<file path="config.mk">
export PLATFORM = sky130hd
export DESIGN_NAME = cbd8_reload
export DESIGN_NICKNAME = d
export VERILOG_FILES = /design/src/rtl/cbd_pkg.sv /design/src/rtl/cbd8_reload.sv
export SDC_FILE = /design/constraint.sdc
export NUM_CORES = 1
export LEC_CHECK = 0
export ABC_AREA = 1
export CAP_MARGIN = 30
export CORE_AREA = 2 2 69 45
export CTS_CLUSTER_DIAMETER = 200
export CTS_CLUSTER_SIZE = 40
export DETAILED_ROUTE_END_ITERATION = 8
export DIE_AREA = 0 0 71 47
export DONT_BUFFER_PORTS = 1
export GPL_TIMING_DRIVEN = 1
export PLACE_DENSITY = 0.47
export SYNTH_ARGS = -nofsm -noshare
export SYNTH_HDL_FRONTEND = slang
export SYNTH_SLANG_ARGS = --single-unit
</file>
<file path="constraint.sdc">
create_clock -name i_clk -period 1.2 [get_ports i_clk]
set_input_delay 0.24 -clock i_clk [delete_from_list [all_inputs] [get_ports i_clk]]
set_output_delay 0.24 -clock i_clk [all_outputs]
set_load 0.01 [all_outputs]
</file>
<file path="src/rtl/cbd_pkg.sv">
// Shared definitions for the cbd down-counter family: state encoding, default width
// and the all-ones preset value.
package cbd_pkg;

  localparam int unsigned CbdWidth = 8;
  localparam logic [CbdWidth-1:0] CbdOnes = '1;

  typedef enum logic {
    StRun,
    StHold
  } cbd_state_e;

endpackage

</file>
<file path="src/rtl/cbd8_reload.sv">
// Cascadable synchronous down counter with borrow chaining, load, preset and one-shot hold.
// Optional reload register and AR input are enabled by defining CBD_RELOAD_EN.
module cbd8_reload
  import cbd_pkg::*;
#(
  parameter int unsigned WIDTH = CbdWidth
) (
  input  logic             i_clk,
  input  logic             i_cs,
  input  logic             i_sp,
  input  logic             i_ld,
  input  logic [WIDTH-1:0] i_d,
  input  logic             i_en,
  input  logic             i_bi,
`ifdef CBD_RELOAD_EN
  input  logic             i_ar,
`endif
  input  logic             i_os,
  output logic [WIDTH-1:0] o_q,
  output logic             o_bo,
  output logic             o_tcp,
  output logic             o_hld
);

  localparam logic [WIDTH-1:0] Ones = '1;

  logic [WIDTH-1:0] r_q;
  logic             r_tcp;
  cbd_state_e       r_state;
`ifdef CBD_RELOAD_EN
  logic [WIDTH-1:0] r_rld;
`endif

  logic w_dec;
  logic w_zero;
  logic w_uf;

  // Kept to a single AND level so a four-stage borrow ripple stays short.
  assign w_dec  = i_en & i_bi & (r_state == StRun);
  assign w_zero = (r_q == '0);
  assign w_uf   = w_dec & w_zero;

  always_ff @(posedge i_clk) begin
    if (i_cs) begin
      r_q     <= '0;
      r_tcp   <= 1'b0;
      r_state <= StRun;
`ifdef CBD_RELOAD_EN
      r_rld   <= '0;
`endif
    end else begin
      r_tcp <= w_uf;
      if (i_sp) begin
        r_q     <= Ones;
        r_state <= StRun;
      end else if (i_ld) begin
        r_q     <= i_d;
        r_state <= StRun;
`ifdef CBD_RELOAD_EN
        r_rld   <= i_d;
`endif
      end else if (w_dec) begin
        if (!w_zero) begin
          r_q <= r_q - WIDTH'(1);
`ifdef CBD_RELOAD_EN
        end else if (i_ar) begin
          r_q <= r_rld;
`endif
        end else if (i_os) begin
          r_state <= StHold;
        end else begin
          r_q <= Ones;
        end
      end
    end
  end

  assign o_q   = r_q;
  assign o_bo  = w_uf;
  assign o_tcp = r_tcp;
  assign o_hld = (r_state == StHold);

endmodule

</file>
# == After elaboration in Yosys (flattened, before gate mapping) ==
# Index checks and enable logic that the tools add are counted.
# totals
out_inout_bits,11
in_bits,15
register_bits,10
# classes
reduce_logical,5
eq_ne,1
bitwise,4
n_mux,5
add_sub_neg,1
# op_table
operator,n
$mux 8,5
$logic_not 8->1,1
$sub 8x1->8 const B,1
$ne 4x4->1 const B,1
$and 1x1->1,3
$reduce_and 3->1,1
$reduce_bool 3->1,1
$reduce_or 3->1,1
$reduce_and 2->1,1
$not 1->1,1

# == Depth between registers and ports, before layout ==
# Gate-level depths: netlist of the first run.
# logic_depth
ltp_word,5
ltp_mapped,10

# == Worst setup path after synthesis of the first run ==
# No wires, ideal clock.
# synth_path
path_type,reg-to-output
from,"reg r_q[0], in the netlist o_q[0]"
to,out o_bo
n_path_buf,0
path_slack_ns,-0.125
t_required_ns,0.960
stages_incl_launch_ff,5
t_arrival_ns,1.085
path_cell_list,dfxtp_1 > inv_1 > ha_1 > nand3_1 > nor3_1
# synth_via
elab_chain_cells,2
# synth_rtl
element,line_no,rtl
start: declaration,cbd8_reload.sv:27,logic [WIDTH-1:0] r_q;
start signal: assignment,cbd8_reload.sv:54,r_q <= Ones;
start signal: assignment,cbd8_reload.sv:57,r_q <= i_d;
start signal: assignment,cbd8_reload.sv:64,r_q <= r_q - WIDTH'(1);
$logic_not 8->1,cbd8_reload.sv:40,assign w_zero = (r_q == '0);
$and 1x1->1,cbd8_reload.sv:41,assign w_uf = w_dec & w_zero;
end: declaration,cbd8_reload.sv:20,"output logic o_bo,"
# No other way between the ends.

# == Final worst setup path of the first run ==
# layout_path
from,"reg r_q[7], in the netlist o_q[7]"
to,out o_bo
# The elaborated chain is that of the path after synthesis.

==> summary.txt, run 1 <==
Flop2flop setup slack = -0.15 ns
Layout Cell Area excl Fill = 1260 um^2
CTS sink cnt = 10
Critical Path Source = o_q[7]$_SDFFE_PP0P_
Final setup fails = 9
Result of the run = finished with violations
Worst hold slack = 0.0521 ns
Antenna violations before repair = 0
Uppermost signal routing layer after detailed routing = met3
Area of the die = 3340 um^2
RSZ-0062 raised after global routing = true
Relative slew margins = 0.795
Root buffer cell = sky130_fd_sc_hd__clkbuf_8
Port buffer count = 0
Mapped Cells = 125
Clock tree from TritonCTS = built
Measured slew at the worst slew-check pin = 0.307 ns
Site Rows = 15
Drt total wl = 2580 um
CP required = 0.96 ns
Clock Skew = 0.00201 ns
Type of the worst setup path = reg -> out
Top cells by area in the synthesized netlist = sky130_fd_sc_hd__dfxtp_1 (26%), sky130_fd_sc_hd__nand2_1 (15%), sky130_fd_sc_hd__nor2_1 (15%), sky130_fd_sc_hd__nand3_1 (7.9%), sky130_fd_sc_hd__inv_1 (6.4%)
Post-route DRC violation count = 0
Met3 wire length = 110 um
GRT Residual Overflow = 0
Net count of the mapped netlist = 142
Sequential cell area = 210 um^2
Area fraction of the dominant cell type after synthesis = 0.262
Synth unique cells = 21
Type of origin of the critical path = flip-flop
Mapped cell area = 763 um^2
Leakage = 0.586 nW
Destination of the critical timing path = o_bo
Layout-stage area growth over the synthesis result = 65.6%
Fraction of layout instances using a drive strength above 1 = 0.466
Accumulated negative setup slack = -1.00 ns
Final hold violation count = 0
Length of routed wiring on met1 = 1300 um
HPWL Detailed = 1880 um
Largest net degree at the start of global routing = 9
Placed insts = 179
Worst path arrival time = 1.15 ns
CTS clk-pin slew, worst paths = 0.05 ns
CTS buffer count = 3
Instance area after placement = 996 um^2
Path class of the lowest-slack min-delay path = in -> reg
Number of non-filler instances in the completed layout = 195
Post-synth top area cell = sky130_fd_sc_hd__dfxtp_1
WL per Instance = 13.2 um
Part of the cycle the worst path needs = 1.16
Final slew viol count = 0
Area of the multi-input gates = 623 um^2
Y dimension of the die = 47 um
Worst-case setup slack after placement = -0.110 ns
Worst reg-to-reg path cell count = 10
H-Tree Level Count = 1
Endpoint class of the critical path = output port
Post-route worst setup slack = -0.191 ns
Drt first-iter violations = 61
Number of flip-flops and latches in the synthesized netlist = 10
N_diodes = 0
Start of the worst register-to-register path = o_q[7]$_SDFFE_PP0P_
Critical Path Slowest Stage Cell = sky130_fd_sc_hd__dfxtp_2
Clock latency reported for the late side of the worst-skew pair = 0.24 ns
Critical path's largest stage delay = 0.33 ns
Met2 WL = 1170 um
Router iterations before antenna repair = 4
Post-route ant nets = 0
Placeable core area = 2720 um^2
Crit Reg-Reg Endpoint = o_q[3]$_SDFFE_PP0P_
Total number of yosys warnings = 0
CTS max path bufs = 2
Via count of the first global-routing pass = 830
Count of maximum capacitance violations = 0
Violated checks = negative setup slack
Count of fill cells added during filler insertion = 288
Core utilization of the finished layout = 0.464
Max Clk Rate = 719 MHz
Part of the Yosys area used for sequential elements = 0.262
Pwr dens = 1030 nW/um^2
Critical path fanouts, max = 3
Floorplan die width = 71 um
Starting Density = 0.280
Avg Inst Size Synth = 6.11 um^2
Via total after detailed routing = 924
Boundary pin count = 26
Cells traversed along the worst timing path = buf_6 > nor2_4 > nand2_2 > buf_4 > nor3_4
Placer congestion estimate = 0.804
Total GRT Usage = 0.156
Global-route wire length before repair = 3800 um
Design Power = 1.30 mW
Post-layout min period = 1.39 ns
Fin nets = 180
IR drop worst, VDD = 0.000545 V
Detailed-route vias per instance = 4.74
worst max-delay path: cells and delay by family, from the launching register on:
family / cells / cell delay, ns
buffers and inverters: 2 / 0.28
flip-flops: 1 / 0.33
AND/OR/NAND/NOR: 3 / 0.32
layout by cell type (no fill, tap or decap):
| master | n |
|---|---|
| sky130_fd_sc_hd__buf_6 | 8 |
| sky130_fd_sc_hd__o211ai_1 | 1 |
| sky130_fd_sc_hd__buf_4 | 24 |
| sky130_fd_sc_hd__o21ai_4 | 1 |
| sky130_fd_sc_hd__a21oi_1 | 5 |
| sky130_fd_sc_hd__nand2_2 | 7 |
| sky130_fd_sc_hd__nand4_1 | 1 |
| sky130_fd_sc_hd__nor2_2 | 4 |
| sky130_fd_sc_hd__nor2_1 | 25 |
| sky130_fd_sc_hd__nand2_1 | 27 |
| sky130_fd_sc_hd__ha_4 | 2 |
| sky130_fd_sc_hd__xor2_2 | 1 |
| sky130_fd_sc_hd__nor2_4 | 4 |
| sky130_fd_sc_hd__inv_1 | 9 |
| sky130_fd_sc_hd__dfxtp_1 | 4 |
| sky130_fd_sc_hd__inv_4 | 3 |
| sky130_fd_sc_hd__nor3_1 | 1 |
| sky130_fd_sc_hd__nand3_4 | 2 |
| sky130_fd_sc_hd__dfxtp_2 | 5 |
| sky130_fd_sc_hd__inv_2 | 1 |
| sky130_fd_sc_hd__nand3_2 | 2 |
| sky130_fd_sc_hd__dfxtp_4 | 1 |
| sky130_fd_sc_hd__o21ai_1 | 2 |
| sky130_fd_sc_hd__nand3_1 | 10 |
| sky130_fd_sc_hd__nand3b_1 | 1 |
| sky130_fd_sc_hd__a21oi_2 | 3 |
| sky130_fd_sc_hd__clkbuf_8 | 3 |
| sky130_fd_sc_hd__nor3_4 | 1 |
| sky130_fd_sc_hd__nand2_4 | 2 |
| sky130_fd_sc_hd__buf_12 | 1 |
cell families after synthesis:
logic type,after synthesis,share of synthesized area
compound gates,12,0.0918
xor+xnor,1,0.0115
flops,10,0.262
fa+ha+maj,2,0.0328
buf+inv,13,0.0639
simple gates,87,0.538
report_power, final:
part           leakage (nW)  internal, mW  switching [mW]
clock                0.0216         0.221           0.143
sequential           0.0846         0.364          0.0339
combinational         0.479         0.261           0.274
worst min path at each step:
stage          from                  end  slack (ns)  cells after the start
2_1_floorplan  i_cs  o_q[1]$_SDFFE_PP0P_        0.30                      1
3_3_place_gp   i_cs  o_q[1]$_SDFFE_PP0P_        0.30                      1
3_5_place_dp   i_cs  o_q[1]$_SDFFE_PP0P_        0.30                      1
4_1_cts        i_cs  o_q[1]$_SDFFE_PP0P_        0.05                      1
5_1_grt        i_cs  o_q[1]$_SDFFE_PP0P_        0.05                      1
6_report       i_cs  o_q[1]$_SDFFE_PP0P_        0.05                      1
synth_stat cells:
| cell type | count |
|---|---|
| sky130_fd_sc_hd__a21oi_1 | 7 |
| sky130_fd_sc_hd__nand3_2 | 1 |
| sky130_fd_sc_hd__nand3b_1 | 1 |
| sky130_fd_sc_hd__xor2_1 | 1 |
| sky130_fd_sc_hd__dfxtp_1 | 10 |
| sky130_fd_sc_hd__inv_1 | 13 |
| sky130_fd_sc_hd__o21ai_2 | 1 |
| sky130_fd_sc_hd__nand2_1 | 31 |
| sky130_fd_sc_hd__nand4_1 | 1 |
| sky130_fd_sc_hd__o211ai_1 | 1 |
| sky130_fd_sc_hd__nor2_4 | 2 |
| sky130_fd_sc_hd__nand2_4 | 2 |
| sky130_fd_sc_hd__nand3_4 | 1 |
| sky130_fd_sc_hd__nand2_2 | 3 |
| sky130_fd_sc_hd__a21oi_2 | 1 |
| sky130_fd_sc_hd__ha_1 | 2 |
| sky130_fd_sc_hd__nor2_1 | 30 |
| sky130_fd_sc_hd__nor3_1 | 2 |
| sky130_fd_sc_hd__nor2_2 | 1 |
| sky130_fd_sc_hd__o21ai_0 | 2 |
| sky130_fd_sc_hd__nand3_1 | 12 |
repair_timing:
item / 4_1_cts / 5_1_grt
setup endpoints to repair: 9 / 10
resized for setup: 20 / 16
hold buffers: 0 / 0
pin swaps: 10 / 16
buffers inserted: 9 / 4
sequential cells by signal, indices dropped and copies added, names as in the netlist:
name and count:
o_hld 1, o_q 8, o_tcp 1
layout make-up:
class,instances,share of cell area
multi-input cells,102,0.493
repair buffers,33,0.230
flip-flops and latches,10,0.166
inverters,13,0.0446
well taps,34,0.0337
clock buffers,3,0.0327
layer usage:
layer	vias to the layer above	global-route usage
met5	-	0
met4	0	0.0226
met3	0	0.0494
met2	29	0.245
met1	424	0.218
li1	471	-
Note: power is estimated with default switching activity, not from simulation.
==> run 2, diff against run 1 <==
--- a/config.mk
+++ b/config.mk
@@ -7,6 +7,8 @@
 export LEC_CHECK = 0
 export ABC_AREA = 1
 export CAP_MARGIN = 30
+export CELL_PAD_IN_SITES_DETAIL_PLACEMENT = 1
+export CELL_PAD_IN_SITES_GLOBAL_PLACEMENT = 1
 export CORE_AREA = 2 2 69 45
 export CTS_CLUSTER_DIAMETER = 200
 export CTS_CLUSTER_SIZE = 40
@@ -14,7 +16,7 @@
 export DIE_AREA = 0 0 71 47
 export DONT_BUFFER_PORTS = 1
 export GPL_TIMING_DRIVEN = 1
-export PLACE_DENSITY = 0.47
+export PLACE_DENSITY = 0.63
 export SYNTH_ARGS = -nofsm -noshare
 export SYNTH_HDL_FRONTEND = slang
 export SYNTH_SLANG_ARGS = --single-unit
==> summary.txt, run 2 (synthesized netlist as in run 1, its figures left out) <==
Y dimension of the die = 47 um (unchanged)
Starting Density = 0.280 (unchanged)
Part of the cycle the worst path needs = 1.13 (-0.0319)
CTS clk-pin slew, worst paths = 0.06 ns (about the same)
Critical path fanouts, max = 3 (unchanged)
CP required = 0.96 ns (about the same)
Path class of the lowest-slack min-delay path = in -> reg
Met2 WL = 1320 um (+12%)
GRT Residual Overflow = 0 (unchanged)
Uppermost signal routing layer after detailed routing = met4
Port buffer count = 0 (unchanged)
Area of the die = 3340 um^2 (unchanged)
Fin nets = 173 (-3.9%)
Result of the run = finished with violations
Worst path arrival time = 1.11 ns (-0.04 ns)
H-Tree Level Count = 1 (unchanged)
Placer congestion estimate = 0.855 (+6.3%)
Placeable core area = 2720 um^2 (unchanged)
Core utilization of the finished layout = 0.451 (-0.0138)
Via count of the first global-routing pass = 867 (+4.5%)
Highest-count cells in the layout ignoring fill and taps = sky130_fd_sc_hd__nor2_1 (25), sky130_fd_sc_hd__buf_4 (24), sky130_fd_sc_hd__nand2_1 (22), sky130_fd_sc_hd__nand2_2 (11)
CTS max path bufs = 2 (unchanged)
Post-route worst setup slack = -0.152 ns (+0.0383 ns)
Accumulated negative setup slack = -1.05 ns (-0.0512 ns)
Site Rows = 15 (unchanged)
Layout-stage area growth over the synthesis result = 60.7%
Met3 wire length = 133 um (+21%)
Max Clk Rate = 739 MHz (+2.8%)
CTS sink cnt = 10 (unchanged)
Clock latency reported for the late side of the worst-skew pair = 0.24 ns (about the same)
Design Power = 1.34 mW (+3.0%)
Fraction of layout instances using a drive strength above 1 = 0.477 (+0.0116)
N_diodes = 0 (unchanged)
Largest net degree at the start of global routing = 9 (unchanged)
Detailed-route vias per instance = 4.77 (+0.61%)
Post-route DRC violation count = 0 (unchanged)
Global-route wire length before repair = 4170 um (+9.8%)
IR drop worst, VDD = 0.000553 V (+1.6%)
Leading cell type in the layout, fill and taps excluded = sky130_fd_sc_hd__nor2_1
Post-layout min period = 1.35 ns (-0.0383 ns)
HPWL Detailed = 2030 um (+8.0%)
Router iterations before antenna repair = 2 (-2)
Endpoint class of the critical path = output port
Type of the worst setup path = reg -> out
Relative slew margins = 0.789 (-0.00611)
Drt total wl = 2840 um (+10%)
Pwr dens = 1090 nW/um^2 (+6.2%)
Post-route ant nets = 0 (unchanged)
Drt first-iter violations = 28 (-54%)
Total GRT Usage = 0.167 (+0.0115)
Count of maximum capacitance violations = 0 (unchanged)
CTS buffer count = 3 (unchanged)
Violated checks = negative setup slack
Number of hold-repair buffers added at the cts stage = 0 (unchanged)
Type of origin of the critical path = flip-flop
Final slew viol count = 0 (unchanged)
RSZ-0062 raised after global routing = true
Measured slew at the worst slew-check pin = 0.316 ns (+0.00915 ns)
Floorplan die width = 71 um (unchanged)
Final setup fails = 10 (+1)
WL per Instance = 15.0 um (+14%)
Root buffer cell = sky130_fd_sc_hd__clkbuf_8
Clock tree from TritonCTS = built
Leakage = 0.567 nW (-3.2%)
Final hold violation count = 0 (unchanged)
Length of routed wiring on met1 = 1370 um (+5.7%)
Max FFs per register = 8 (unchanged)
Clock Skew = 0.00630 ns (+0.00429 ns)
Antenna violations before repair = 0 (unchanged)
Boundary pin count = 26 (unchanged)
Via total after detailed routing = 901 (-2.5%)
## run 2: layer usage
metal | track usage | vias up
met1 | 0.222 | 422
met4 | 0.0415 | 0
li1 | - | 456
met3 | 0.0515 | 4
met2 | 0.273 | 19
met5 | 0 | -
## run 2: worst paths after layout
path                                          start  cells after the start  slack [ns]                   to
worst max-delay path            o_q[2]$_SDFFE_PP0P_                      4       -0.15                 o_bo
worst min-delay path                           i_cs                      1        0.05  o_q[1]$_SDFFE_PP0P_
worst max register to register  o_q[0]$_SDFFE_PP0P_                      9       -0.14  o_q[6]$_SDFFE_PP0P_
worst min register to register   o_hld$_SDFFE_PP0P_                      2        0.55   o_hld$_SDFFE_PP0P_
## run 2: critical path, cell delays in order, from the launching register on
cell and delay, ns:
sky130_fd_sc_hd__dfxtp_4 0.36, sky130_fd_sc_hd__buf_6 0.13, sky130_fd_sc_hd__nor2_4 0.08, sky130_fd_sc_hd__nand2_2 0.08, sky130_fd_sc_hd__nor3_4 0.22
## run 2: area by class of cell
cell class | instances | area (um^2)
inverter | 13 | 56.3
fill | 339 | 1500
timing repair buffer | 26 | 203
multi-input combinational | 102 | 659
tap | 34 | 42.5
sequential | 10 | 210
clock buffer | 4 | 55.1
## run 2: what timing repair did
| item | 4_1_cts | 5_1_grt |
|---|---|---|
| endpoints found under the setup margin | 9 | 13 |
| buffers inserted | 4 | 2 |
| pin swaps | 10 | 10 |
| gates resized for setup | 22 | 16 |
## run 2: metrics by stage
| stage | setup WS [ns] | cells | cell area [um^2] | hold slack (ns) |
|---|---|---|---|---|
| after floorplan | 0.00408 | 125 | 803 | 0.295 |
| after global placement | -0.101 | 179 | 996 | 0.302 |
| after detailed placement | -0.113 | 179 | 996 | 0.299 |
| after CTS | -0.125 | 187 | 1160 | 0.0452 |
| after global routing | -0.220 | 189 | 1230 | 0.0429 |
| final | -0.152 | 189 | 1230 | 0.0488 |
## run 2: report_power, final
| group | internal, mW | switching [mW] |
|---|---|---|
| Sequential | 0.364 | 0.0367 |
| Combinational | 0.221 | 0.279 |
| Clock | 0.289 | 0.145 |
==> run 3, diff against run 2 <==
==> config.mk (replaced) <==
export PLATFORM = sky130hd
export DESIGN_NAME = cbd8_reload
export DESIGN_NICKNAME = d
export VERILOG_FILES = /design/src/rtl/cbd_pkg.sv /design/src/rtl/cbd8_reload.sv
export SDC_FILE = /design/constraint.sdc
export NUM_CORES = 1
export LEC_CHECK = 0
export CAP_MARGIN = 30
export CELL_PAD_IN_SITES_DETAIL_PLACEMENT = 1
export CELL_PAD_IN_SITES_GLOBAL_PLACEMENT = 1
export CORE_AREA = 2 2 66 43
export CTS_CLUSTER_SIZE = 40
export DETAILED_ROUTE_END_ITERATION = 8
export DIE_AREA = 0 0 68 45
export DONT_BUFFER_PORTS = 1
export GPL_TIMING_DRIVEN = 1
export PLACE_DENSITY = 0.61
export SYNTH_ARGS = -nofsm -noshare
export SYNTH_HDL_FRONTEND = slang
export SYNTH_SLANG_ARGS = --single-unit
==> summary.txt, run 3 <==
Result of the run = finished with violations
Violated checks = negative setup slack
Count of maximum capacitance violations = 0 (unchanged)
Relative slew margins = 0.742 (-0.0469)
Total GRT Usage = 0.186 (+0.0190)
Type of the worst setup path = reg -> out
Type of origin of the critical path = flip-flop
Measured slew at the worst slew-check pin = 0.385 ns (+0.0693 ns)
Number of hold-repair buffers added at the cts stage = 0 (unchanged)
Drt first-iter violations = 11 (-61%)
Clock latency reported for the late side of the worst-skew pair = 0.25 ns (about the same)
Design Power = 1.12 mW (-16%)
Highest-count cells in the layout ignoring fill and taps = sky130_fd_sc_hd__buf_4 (24), sky130_fd_sc_hd__inv_1 (8), sky130_fd_sc_hd__dfxtp_1 (6), sky130_fd_sc_hd__a221oi_2 (5), sky130_fd_sc_hd__nor2_1 (4)
CTS max path bufs = 2 (unchanged)
Post-route worst setup slack = -0.574 ns (-0.422 ns)
Mapped cell area = 713 um^2 (-6.6%)
Final hold violation count = 0 (unchanged)
Starting Density = 0.295 (+0.0146)
Leakage = 0.434 nW (-23%)
Path class of the lowest-slack min-delay path = in -> reg
Endpoint class of the critical path = output port
CTS clk-pin slew, worst paths = 0.05 ns (about the same)
Worst-case setup slack after placement = -0.641 ns (-0.528 ns)
Via count of the first global-routing pass = 806 (-7.0%)
Count of fill cells added during filler insertion = 279 (-18%)
Cells traversed along the worst timing path = inv_4 > ha_4 > or3b_4 > or2_4 > nor2_4
Root buffer cell = sky130_fd_sc_hd__clkbuf_8
Clock tree from TritonCTS = built
Global-route wire length before repair = 4010 um (-4.0%)
Post-route ant nets = 0 (unchanged)
Area fraction of the dominant cell type after synthesis = 0.281 (+0.0184)
CP required = 0.96 ns (about the same)
Clock Skew = 0.00742 ns (+0.00112 ns)
Launch point of the worst hold path = i_cs
Synth unique cells = 38 (+81%)
Crit Reg-Reg Endpoint = o_q[4]$_SDFFE_PP0P_
Placer congestion estimate = 0.788 (-7.9%)
Pwr dens = 1080 nW/um^2 (-1.1%)
Boundary pin count = 26 (unchanged)
Post-layout min period = 1.77 ns (+0.422 ns)
Router iterations before antenna repair = 4 (+2)
Part of the Yosys area used for sequential elements = 0.281 (+0.0184)
Post-route DRC violation count = 0 (unchanged)
Dominant synthesized flop cell = sky130_fd_sc_hd__dfxtp_1
Area of the die = 3060 um^2 (-8.3%)
Mapped Cells = 80 (-36%)
Floorplan die width = 68 um (-4.2%)
Top cells by area in the synthesized netlist = sky130_fd_sc_hd__dfxtp_1 (28%), sky130_fd_sc_hd__a221oi_2 (11%), sky130_fd_sc_hd__inv_1 (5.3%), sky130_fd_sc_hd__a211oi_1 (4.2%), sky130_fd_sc_hd__o41ai_4 (3.9%)
CTS buffer count = 3 (unchanged)
Total number of yosys warnings = 0 (unchanged)
Worst min-delay path endpoint = o_q[1]$_SDFFE_PP0P_
N_diodes = 0 (unchanged)
Max FFs per register = 8 (unchanged)
IR drop worst, VDD = 0.000367 V (-34%)
Site Rows = 14 (-1)
Commonest cells in the netlist = sky130_fd_sc_hd__dfxtp_1 (10), sky130_fd_sc_hd__inv_1 (10), sky130_fd_sc_hd__a221oi_2 (5), sky130_fd_sc_hd__nor2_1 (5), sky130_fd_sc_hd__a211oi_1 (4)
EDFF count, synth = 0 (unchanged)
Part of the cycle the worst path needs = 1.48 (+0.351)
Placeable core area = 2420 um^2 (-11%)
RSZ-0062 raised after global routing = true
HPWL Detailed = 2010 um (-1.1%)
Max Clk Rate = 564 MHz (-24%)
Fraction of layout instances using a drive strength above 1 = 0.524 (+0.0464)
Drt total wl = 2470 um (-13%)
WL per Instance = 18.0 um (+20%)
Number of flip-flops and latches in the synthesized netlist = 10 (unchanged)
Critical path's largest stage delay = 0.38 ns (+0.02 ns)
GRT Residual Overflow = 0 (unchanged)
Layout-stage area growth over the synthesis result = 45.6%
Net count of the mapped netlist = 97 (-32%)
Number of cells on the worst hold path = 1 (unchanged)
Final setup fails = 11 (+1)
Fin nets = 123 (-29%)
Y dimension of the die = 45 um (-4.3%)
Via total after detailed routing = 732 (-19%)
Detailed-route vias per instance = 5.34 (+12%)
Worst path arrival time = 1.53 ns (+0.42 ns)
Leading cell type in the layout, fill and taps excluded = sky130_fd_sc_hd__buf_4
CTS sink cnt = 10 (unchanged)
Critical Path Slowest Stage Cell = sky130_fd_sc_hd__or3b_4
Critical path fanouts, max = 3 (unchanged)
Antenna violations before repair = 0 (unchanged)
Post-synth top area cell = sky130_fd_sc_hd__dfxtp_1
Final slew viol count = 0 (unchanged)
Worst reg-to-reg path cell count = 4 (-5)
Flop2flop setup slack = -0.54 ns (-0.40 ns)
Port buffer count = 0 (unchanged)
Share of flip-flops with an asynchronous set or reset = 0 (unchanged)
H-Tree Level Count = 1 (unchanged)
Largest net degree at the start of global routing = 11 (+2)
Avg Inst Size Synth = 8.91 um^2 (+46%)
Start of the worst register-to-register path = o_q[6]$_SDFFE_PP0P_
## run 3: logic make-up after synthesis
family,share of synthesized area
AO/OA/AOI/OAI,0.363
XOR/XNOR,0.0246
buffers and inverters,0.0842
AND/OR/NAND/NOR,0.212
flip-flops,0.281
adder cells (fa/ha/maj),0.0351
## run 3: worst max-delay path by stage
stage / start / to / slack [ns] / cells past startpoint
after floorplan: o_q[6]$_SDFFE_PP0P_ / o_q[0]$_SDFFE_PP0P_ / -0.48 / 5
after global placement: o_q[6]$_SDFFE_PP0P_ / o_q[3]$_SDFFE_PP0P_ / -0.63 / 5
after detailed placement: o_q[6]$_SDFFE_PP0P_ / o_q[3]$_SDFFE_PP0P_ / -0.64 / 5
after CTS: o_q[1]$_SDFFE_PP0P_ / o_bo / -0.58 / 5
after global routing: o_q[1]$_SDFFE_PP0P_ / o_q[1]$_SDFFE_PP0P_ / -0.62 / 6
final: o_q[1]$_SDFFE_PP0P_ / o_bo / -0.57 / 5
## run 3: stage by stage
step	hold WS [ns]	area [um^2]	util	instances	TNS, ns
after floorplan	0.407	761	-	80	-4.54
after global placement	0.301	965	0.399	133	-5.01
after detailed placement	0.301	965	0.399	133	-5.33
after CTS	0.0400	1030	0.425	137	-5.39
after global routing	0.0386	1040	0.430	137	-6.08
final	0.0482	1040	0.430	137	-5.39
## run 3: where the power goes
group | total, mW | switching, mW | internal, mW
logic | 0.368 | 0.188 | 0.180
clock network | 0.371 | 0.146 | 0.225
registers | 0.379 | 0.0199 | 0.359
total | 1.12 | 0.354 | 0.764
## run 3: final cells by class
class | count | area [um^2] | share of cell area
multi-input combinational | 57 | 520 | 0.501
clock inverter | 1 | 3.75 | 0.00361
timing repair buffer | 24 | 180 | 0.173
clock buffer | 3 | 41.3 | 0.0398
sequential | 10 | 210 | 0.202
inverter | 10 | 42.5 | 0.0410
tap | 32 | 40.0 | 0.0386
## run 3: critical path, delay by kind of cell, from the launching register on
kind                     cells  cell delay, ns
AND/OR/NAND/NOR              3            0.75
adder cells (fa/ha/maj)      1            0.13
flip-flops                   1            0.35
buffers and inverters        1            0.06
## run 3: timing repair
action                                  in CTS  in global routing
resized for setup                            8                  2
endpoints found under the setup margin      11                 11
pin swaps                                    7                  5
buffers inserted                             1                  0
## run 3: metal layers
layer | vias up | track usage | part of all wire
li1 | 351 | - | -
met1 | 358 | 0.242 | 0.47
met2 | 20 | 0.289 | 0.46
met3 | 3 | 0.0673 | 0.062
met4 | 0 | 0.0600 | 0.010
met5 | - | 0 | 0
